--- config.mk ---
export PLATFORM = sky130hd
export DESIGN_NAME = opex_register
export DESIGN_NICKNAME = d
export VERILOG_FILES = /design/src/rtl/opex_register.sv
export SDC_FILE = /design/constraint.sdc
export NUM_CORES = 1
export LEC_CHECK = 0
export BUFFER_PORTS_ARGS = -buffer_cell sky130_fd_sc_hd__clkbuf_2
export CAP_MARGIN = 20
export CORE_UTILIZATION = 44
export CTS_BUF_LIST = sky130_fd_sc_hd__clkbuf_2
export DETAILED_ROUTE_END_ITERATION = 8
export PLACE_DENSITY = 0.78
export SYNTH_ARGS = -nofsm -noshare
export SYNTH_HDL_FRONTEND = slang
export SYNTH_SLANG_ARGS = --single-unit
--- constraint.sdc ---
create_clock -name s_clk_i -period 1.4 [get_ports s_clk_i]
set_input_delay 0.07 -clock s_clk_i [delete_from_list [all_inputs] [get_ports s_clk_i]]
set_output_delay 0.07 -clock s_clk_i [all_outputs]
set_load 0.01 [all_outputs]
--- src/rtl/opex_register.sv ---
// opex_register
// OP/EX pipeline register with late operand forwarding.
//
// The register sits between the operand-fetch (OP) stage and the execute
// (EX) stage. Operands may still be in flight when an instruction enters
// EX; the forwarding flags select the newest producer. Flag bit 0/1 selects
// the MA-stage result, and bit 2/3 selects the WB-stage result, for op1/op2.
//
// When EX stalls, the producers keep moving down the pipe. Their values
// would be lost, so every stalled edge captures the forwarded value into
// the operand register and clears the flags.
//
// Priority of the next-state update: flush > stall > bubble > load.
//
// Optional build macro:
//   OPEX_PARITY_EN  stores one even-parity bit per operand register and
//                   checks it every cycle. Without it s_par_err_o is tied
//                   low and no parity storage exists.

module opex_register (
   input  logic        s_clk_i,
   input  logic        s_resetn_i,

   input  logic [31:0] s_idop_op1_i,
   input  logic [31:0] s_idop_op2_i,
   input  logic [3:0]  s_idop_fwd_i,
   input  logic        s_idop_bubble_i,
   input  logic [4:0]  s_idop_rd_i,
   input  logic [3:0]  s_idop_f_i,
   input  logic [6:0]  s_idop_ictrl_i,
   input  logic [20:0] s_idop_payload_i,

   input  logic [31:0] s_exma_val_i,
   input  logic [31:0] s_mawb_val_i,
   input  logic        s_ex_stall_i,
   input  logic        s_flush_i,

   output logic [31:0] s_opex_op1_o,
   output logic [31:0] s_opex_op2_o,
   output logic [4:0]  s_opex_rd_o,
   output logic [3:0]  s_opex_f_o,
   output logic [6:0]  s_opex_ictrl_o,
   output logic [20:0] s_opex_payload_o,
   output logic [3:0]  s_opex_fwd_o,
   output logic        s_idop_hold_o,
   output logic [7:0]  s_stall_cnt_o,
   output logic        s_par_err_o
);

   localparam logic [7:0] STALL_CNT_MAX = 8'hFF;

   // Registered pipeline fields
   logic [31:0] op1_q;
   logic [31:0] op2_q;
   logic [3:0]  fwd_q;
   logic [4:0]  rd_q;
   logic [3:0]  f_q;
   logic [6:0]  ictrl_q;
   logic [20:0] payload_q;
   logic [7:0]  stall_cnt_q;

   // Next-state values
   logic [31:0] op1_d;
   logic [31:0] op2_d;
   logic [3:0]  fwd_d;
   logic [4:0]  rd_d;
   logic [3:0]  f_d;
   logic [6:0]  ictrl_d;
   logic [20:0] payload_d;
   logic [7:0]  stall_cnt_d;

   logic        slot_valid;
   logic [31:0] op1_fwd;
   logic [31:0] op2_fwd;

   // An all-zero control word marks the slot as empty (NOP).
   assign slot_valid = |ictrl_q;

   // Operand resolution: the MA-stage result is newer than the WB-stage
   // result, so it wins when both flags are set.
   always_comb begin
      op1_fwd = op1_q;
      if (fwd_q[0]) begin
         op1_fwd = s_exma_val_i;
      end else if (fwd_q[2]) begin
         op1_fwd = s_mawb_val_i;
      end

      op2_fwd = op2_q;
      if (fwd_q[1]) begin
         op2_fwd = s_exma_val_i;
      end else if (fwd_q[3]) begin
         op2_fwd = s_mawb_val_i;
      end
   end

   // Next-state selection for the pipeline fields.
   always_comb begin
      op1_d     = op1_q;
      op2_d     = op2_q;
      fwd_d     = fwd_q;
      rd_d      = rd_q;
      f_d       = f_q;
      ictrl_d   = ictrl_q;
      payload_d = payload_q;

      if (s_flush_i) begin
         // Kill the instruction; data fields are irrelevant once empty.
         ictrl_d = 7'd0;
         fwd_d   = 4'd0;
         rd_d    = 5'd0;
      end else if (s_ex_stall_i) begin
         // Hold, but pull in forwarded values before they leave MA/WB.
         // op*_fwd already equals the held register when no flag is set.
         op1_d = op1_fwd;
         op2_d = op2_fwd;
         fwd_d = 4'd0;
      end else begin
         op1_d     = s_idop_op1_i;
         op2_d     = s_idop_op2_i;
         f_d       = s_idop_f_i;
         payload_d = s_idop_payload_i;
         if (s_idop_bubble_i) begin
            ictrl_d = 7'd0;
            fwd_d   = 4'd0;
            rd_d    = 5'd0;
         end else begin
            ictrl_d = s_idop_ictrl_i;
            fwd_d   = s_idop_fwd_i;
            rd_d    = s_idop_rd_i;
         end
      end
   end

   // Stall counter: counts consecutive stalled edges of a live instruction,
   // saturating so a long stall never wraps back to a small value.
   always_comb begin
      stall_cnt_d = stall_cnt_q;
      if (s_flush_i || !s_ex_stall_i) begin
         stall_cnt_d = 8'd0;
      end else if (slot_valid && (stall_cnt_q != STALL_CNT_MAX)) begin
         stall_cnt_d = stall_cnt_q + 8'd1;
      end
   end

   // Pipeline register; reset empties the slot and clears all data.
   always_ff @(posedge s_clk_i or negedge s_resetn_i) begin
      if (!s_resetn_i) begin
         op1_q       <= 32'd0;
         op2_q       <= 32'd0;
         fwd_q       <= 4'd0;
         rd_q        <= 5'd0;
         f_q         <= 4'd0;
         ictrl_q     <= 7'd0;
         payload_q   <= 21'd0;
         stall_cnt_q <= 8'd0;
      end else begin
         op1_q       <= op1_d;
         op2_q       <= op2_d;
         fwd_q       <= fwd_d;
         rd_q        <= rd_d;
         f_q         <= f_d;
         ictrl_q     <= ictrl_d;
         payload_q   <= payload_d;
         stall_cnt_q <= stall_cnt_d;
      end
   end

`ifdef OPEX_PARITY_EN
   logic par1_q;
   logic par2_q;

   // Parity follows every operand write, including stall captures.
   always_ff @(posedge s_clk_i or negedge s_resetn_i) begin
      if (!s_resetn_i) begin
         par1_q <= 1'b0;
         par2_q <= 1'b0;
      end else begin
         par1_q <= ^op1_d;
         par2_q <= ^op2_d;
      end
   end

   // Re-check the stored operands every cycle; only live slots report.
   assign s_par_err_o = slot_valid & ((^op1_q ^ par1_q) | (^op2_q ^ par2_q));
`else
   assign s_par_err_o = 1'b0;
`endif

   assign s_opex_op1_o     = op1_fwd;
   assign s_opex_op2_o     = op2_fwd;
   assign s_opex_rd_o      = rd_q;
   assign s_opex_f_o       = f_q;
   assign s_opex_ictrl_o   = ictrl_q;
   assign s_opex_payload_o = payload_q;
   assign s_opex_fwd_o     = fwd_q;
   assign s_stall_cnt_o    = stall_cnt_q;

   // OP must keep its instruction whenever this stage does not take it,
   // unless the whole pipe is being flushed.
   assign s_idop_hold_o = (s_ex_stall_i | s_idop_bubble_i) & ~s_flush_i;

endmodule

==> impl_metrics.yaml <==
yosys:
  synth_seq_cells: 113
  avgSynthCellArea_um2: 11.4
  synth_edf_count: 0
  syn_area_um2: 6460
  synthFlopType: "dfrtp_1"
  async_reset_ff_share_pct: 100
  synth_area_leaders: "dfrtp_1, mux2_2, mux2i_1"
  synth_area_leader_cell: "dfrtp_1"
  ys_types: 34
  yosys_warnings: 0
  postSynthCellCount: 568
  yosysTopAreaCellShare_pct: 43.8
  ys_seq_area_share_pct: 43.8
  synth_nets: 743
sta:
  post-route-period-util_pct: 164
  setup_viol: 157
  maxSlewHeadroom_pct: 63.2
  fmax_ghz: 0.436
  finClkSkew_ns: 0.0512
  hold_viol_final: 0
  tightest_slew_ns: 0.550
  hold_ws_ns: 0.0736
  finalMaxSlewViolations: 0
  period_needed_ns: 2.29
  rsz0062_at_grt: "true"
  setup_ws_ns: -0.895
run:
  cap_viol_max_count: 0
critical_path:
  cp_data_arrival_time_ns: 2.22
  reg2reg_depth: 6
  path_max_fanout: 13
  crit_chain: "buf_12, mux2i_2, o21ai_2, buf_4, clkbuf_2"
  slowest_delay_ns: 0.50
  end_kind: "output port"
  crit_type: "reg -> out"
  rrSetupSlack_ns: -0.48
  timing.rr.end: "op2_q[6]$_DFFE_PN0N_"
  critPathSlowestCell: "dfrtp_2"
  r2r-start: "s_opex_fwd_o[3]$_DFF_PN0_"
  crit_required_ns: 1.33
  start_kind: "flip-flop"
route:
  num_vias: 8184
  postRouteAntennaNets: 0
  wl_met3_um: 3690
  wl_met2_um: 16500
  post_drt_wl_per_cell_um: 25.5
  wl_met1_um: 11800
  drt_iter0_markers: 642
  first_pass_iters: 5
  viasPerCell: 6.01
  top_layer: "met5"
  drc: 0
  wl_um: 34800
layout:
  nNetsFinal: 1340
  fillers: 524
  seq_area_um2: 2840
  fin_area_um2: 12700
  fin_util_pct: 90.1
  final_common_cell: "clkbuf_2"
  multiInputGateArea_um2: 4170
  final_cell_mix: "clkbuf_2, dlygate4sd3_1, mux2_2"
  drive_gt1_share_pct: 65.1
  area_growth_pct: 96.6
clocking:
  clkSinkCount: 113
  clk_pin_slew_ns: 0.22
  cts.htree.levels: 4
  clock_latency_ns: 0.75
  cts_tree: "done"
  cts_buffers: 17
  clockBufferDepth: 2
  root_buffer: "clkbuf_2"
worst_hold_path:
  min_path_cells: 4
  hold_start: "s_ex_stall_i"
  whs_endpoint: "op2_q[20]$_DFFE_PN0N_"
  hp-class: "in -> reg"
grt:
  overflow: 0
  track_usage_pct: 38.7
  grt_antenna_before_repair: 2
  grt_pass1_vias: 8356
  grt_first_pass_wirelength_um: 43600
  grt_max_degree: 44
pwr:
  p_seq_share_pct: 35.6
  switching_share_pct: 34.7
  pwr-share-clk_pct: 22.0
  p_int_w: 0.00770
  power_density_nw_per_um2: 928
  irDropWorstVdd_mv: 0.751
  cellLeakagePower_nw: 5.91
  p_sw_w: 0.00409
  comb_power_share_pct: 42.5
place:
  post_dp_cell_area_um2: 9000
  dp_slack_ns: -0.192
  port_buffers: 287
  place_congestion: 0.817
  dp_hpwl_um: 14200
floorplan:
  ios: 289
  die_y_um: 123
  fp-row-count: 43
  dieArea_um2: 15200
  initial_core_util_pct: 45.8
  design.core.area_um2: 14100
  die_x_um: 123
run_status:
  violations: "setup timing"
  status: "finished with violations"
## cell type report
| type | count | share of cell area [%] |
|---|---|---|
| timing repair buffer | 621 | 40.8 |
| multi-input combinational | 411 | 32.9 |
| sequential | 113 | 22.4 |
| tap | 180 | 1.77 |
| clock inverter | 12 | 1.30 |
| clock buffer | 20 | 0.788 |
| antenna | 4 | 0.0788 |
| inverter | 1 | 0.0296 |
## layer usage
metal	up-vias	track usage (%)
li1	3260	-
met1	3893	40.8
met2	770	65.8
met3	259	11.3
met4	2	28.2
met5	-	0
## power groups by stage
stage | logic, W | clock network [W] | registers (W)
after floorplan | 0.00181 | 0 | 0.00407
after global placement | 0.00333 | 0 | 0.00405
after detailed placement | 0.00340 | 0 | 0.00408
after CTS | 0.00405 | 0.00251 | 0.00402
after global routing | 0.00522 | 0.00277 | 0.00421
final | 0.00501 | 0.00259 | 0.00419
## logic make-up (layout without fill, tap and decap cells)
kind of cell | after synthesis | in the layout | synth area share, %
compound gates | 88 | 88 | 7.78
buf+inv | 45 | 654 | 4.18
other cells | 1 | 5 | 0.0580
mux | 219 | 219 | 36.9
simple gates | 101 | 102 | 7.13
flops | 113 | 113 | 43.8
fa+ha+maj | 1 | 1 | 0.194
## through the flow
step	setup TNS, ns	total power [W]	instances
global placement	-7.49	0.00738	1078
finish	-64.71	0.0118	1362
floorplan	-12.84	0.00588	568
detailed placement	-10.55	0.00748	1078
CTS	-55.21	0.0106	1337
global route	-76.93	0.0122	1359
## Yosys cell counts, types with 2 or more instances
master and n:
nand2_1 72, nor3_2 2, mux2i_1 66, a22o_1 12
nand3_1 3, buf_4 4, o21ai_0 4, a21oi_1 5
o31ai_1 2, mux2_2 153, buf_2 21, or4_1 3
nand2b_1 3, o21ai_1 62, dfrtp_1 113, or3_1 2
nor2_1 3, and2_1 5, clkbuf_1 11, buf_6 8
## worst max path at each step
stage / startpoint / endpoint / slack (ns) / depth (start not counted)
2_1_floorplan: s_opex_fwd_o[2]$_DFF_PN0_ / op1_q[14]$_DFFE_PN0N_ / -0.21 / 6
3_3_place_gp: s_opex_fwd_o[3]$_DFF_PN0_ / op2_q[29]$_DFFE_PN0N_ / -0.16 / 5
3_5_place_dp: s_opex_fwd_o[3]$_DFF_PN0_ / op2_q[30]$_DFFE_PN0N_ / -0.19 / 5
4_1_cts: s_opex_fwd_o[3]$_DFF_PN0_ / s_opex_op2_o[0] / -0.69 / 5
5_1_grt: s_opex_fwd_o[0]$_DFF_PN0_ / s_opex_op1_o[20] / -0.95 / 4
6_report: s_opex_fwd_o[2]$_DFF_PN0_ / s_opex_op1_o[20] / -0.89 / 5
## critical path, delay by kind of cell (launching register included)
| kind | cells | cell delay [ns] |
|---|---|---|
| AOI/OAI and AO/OA | 1 | 0.33 |
| muxes | 1 | 0.16 |
| buffers and inverters | 3 | 0.52 |
| DFF | 1 | 0.50 |
## flip-flops by register name, indices dropped and copies added, names as in the netlist
| register | cells |
|---|---|
| s_opex_rd_o | 5 |
| s_opex_payload_o | 21 |
| s_opex_fwd_o | 4 |
| op1_q | 32 |
| op2_q | 32 |
| s_opex_ictrl_o | 7 |
| s_stall_cnt_o | 8 |
| s_opex_f_o | 4 |
## repair_timing
action,CTS,global route
endpoints found under the hold margin,223,9
pin swaps,17,10
hold buffers,197,1
setup endpoints to repair,159,196
setup buffers,28,21
resized for setup,78,183
cloned,4,8
Power figures use the tool's default switching activity.
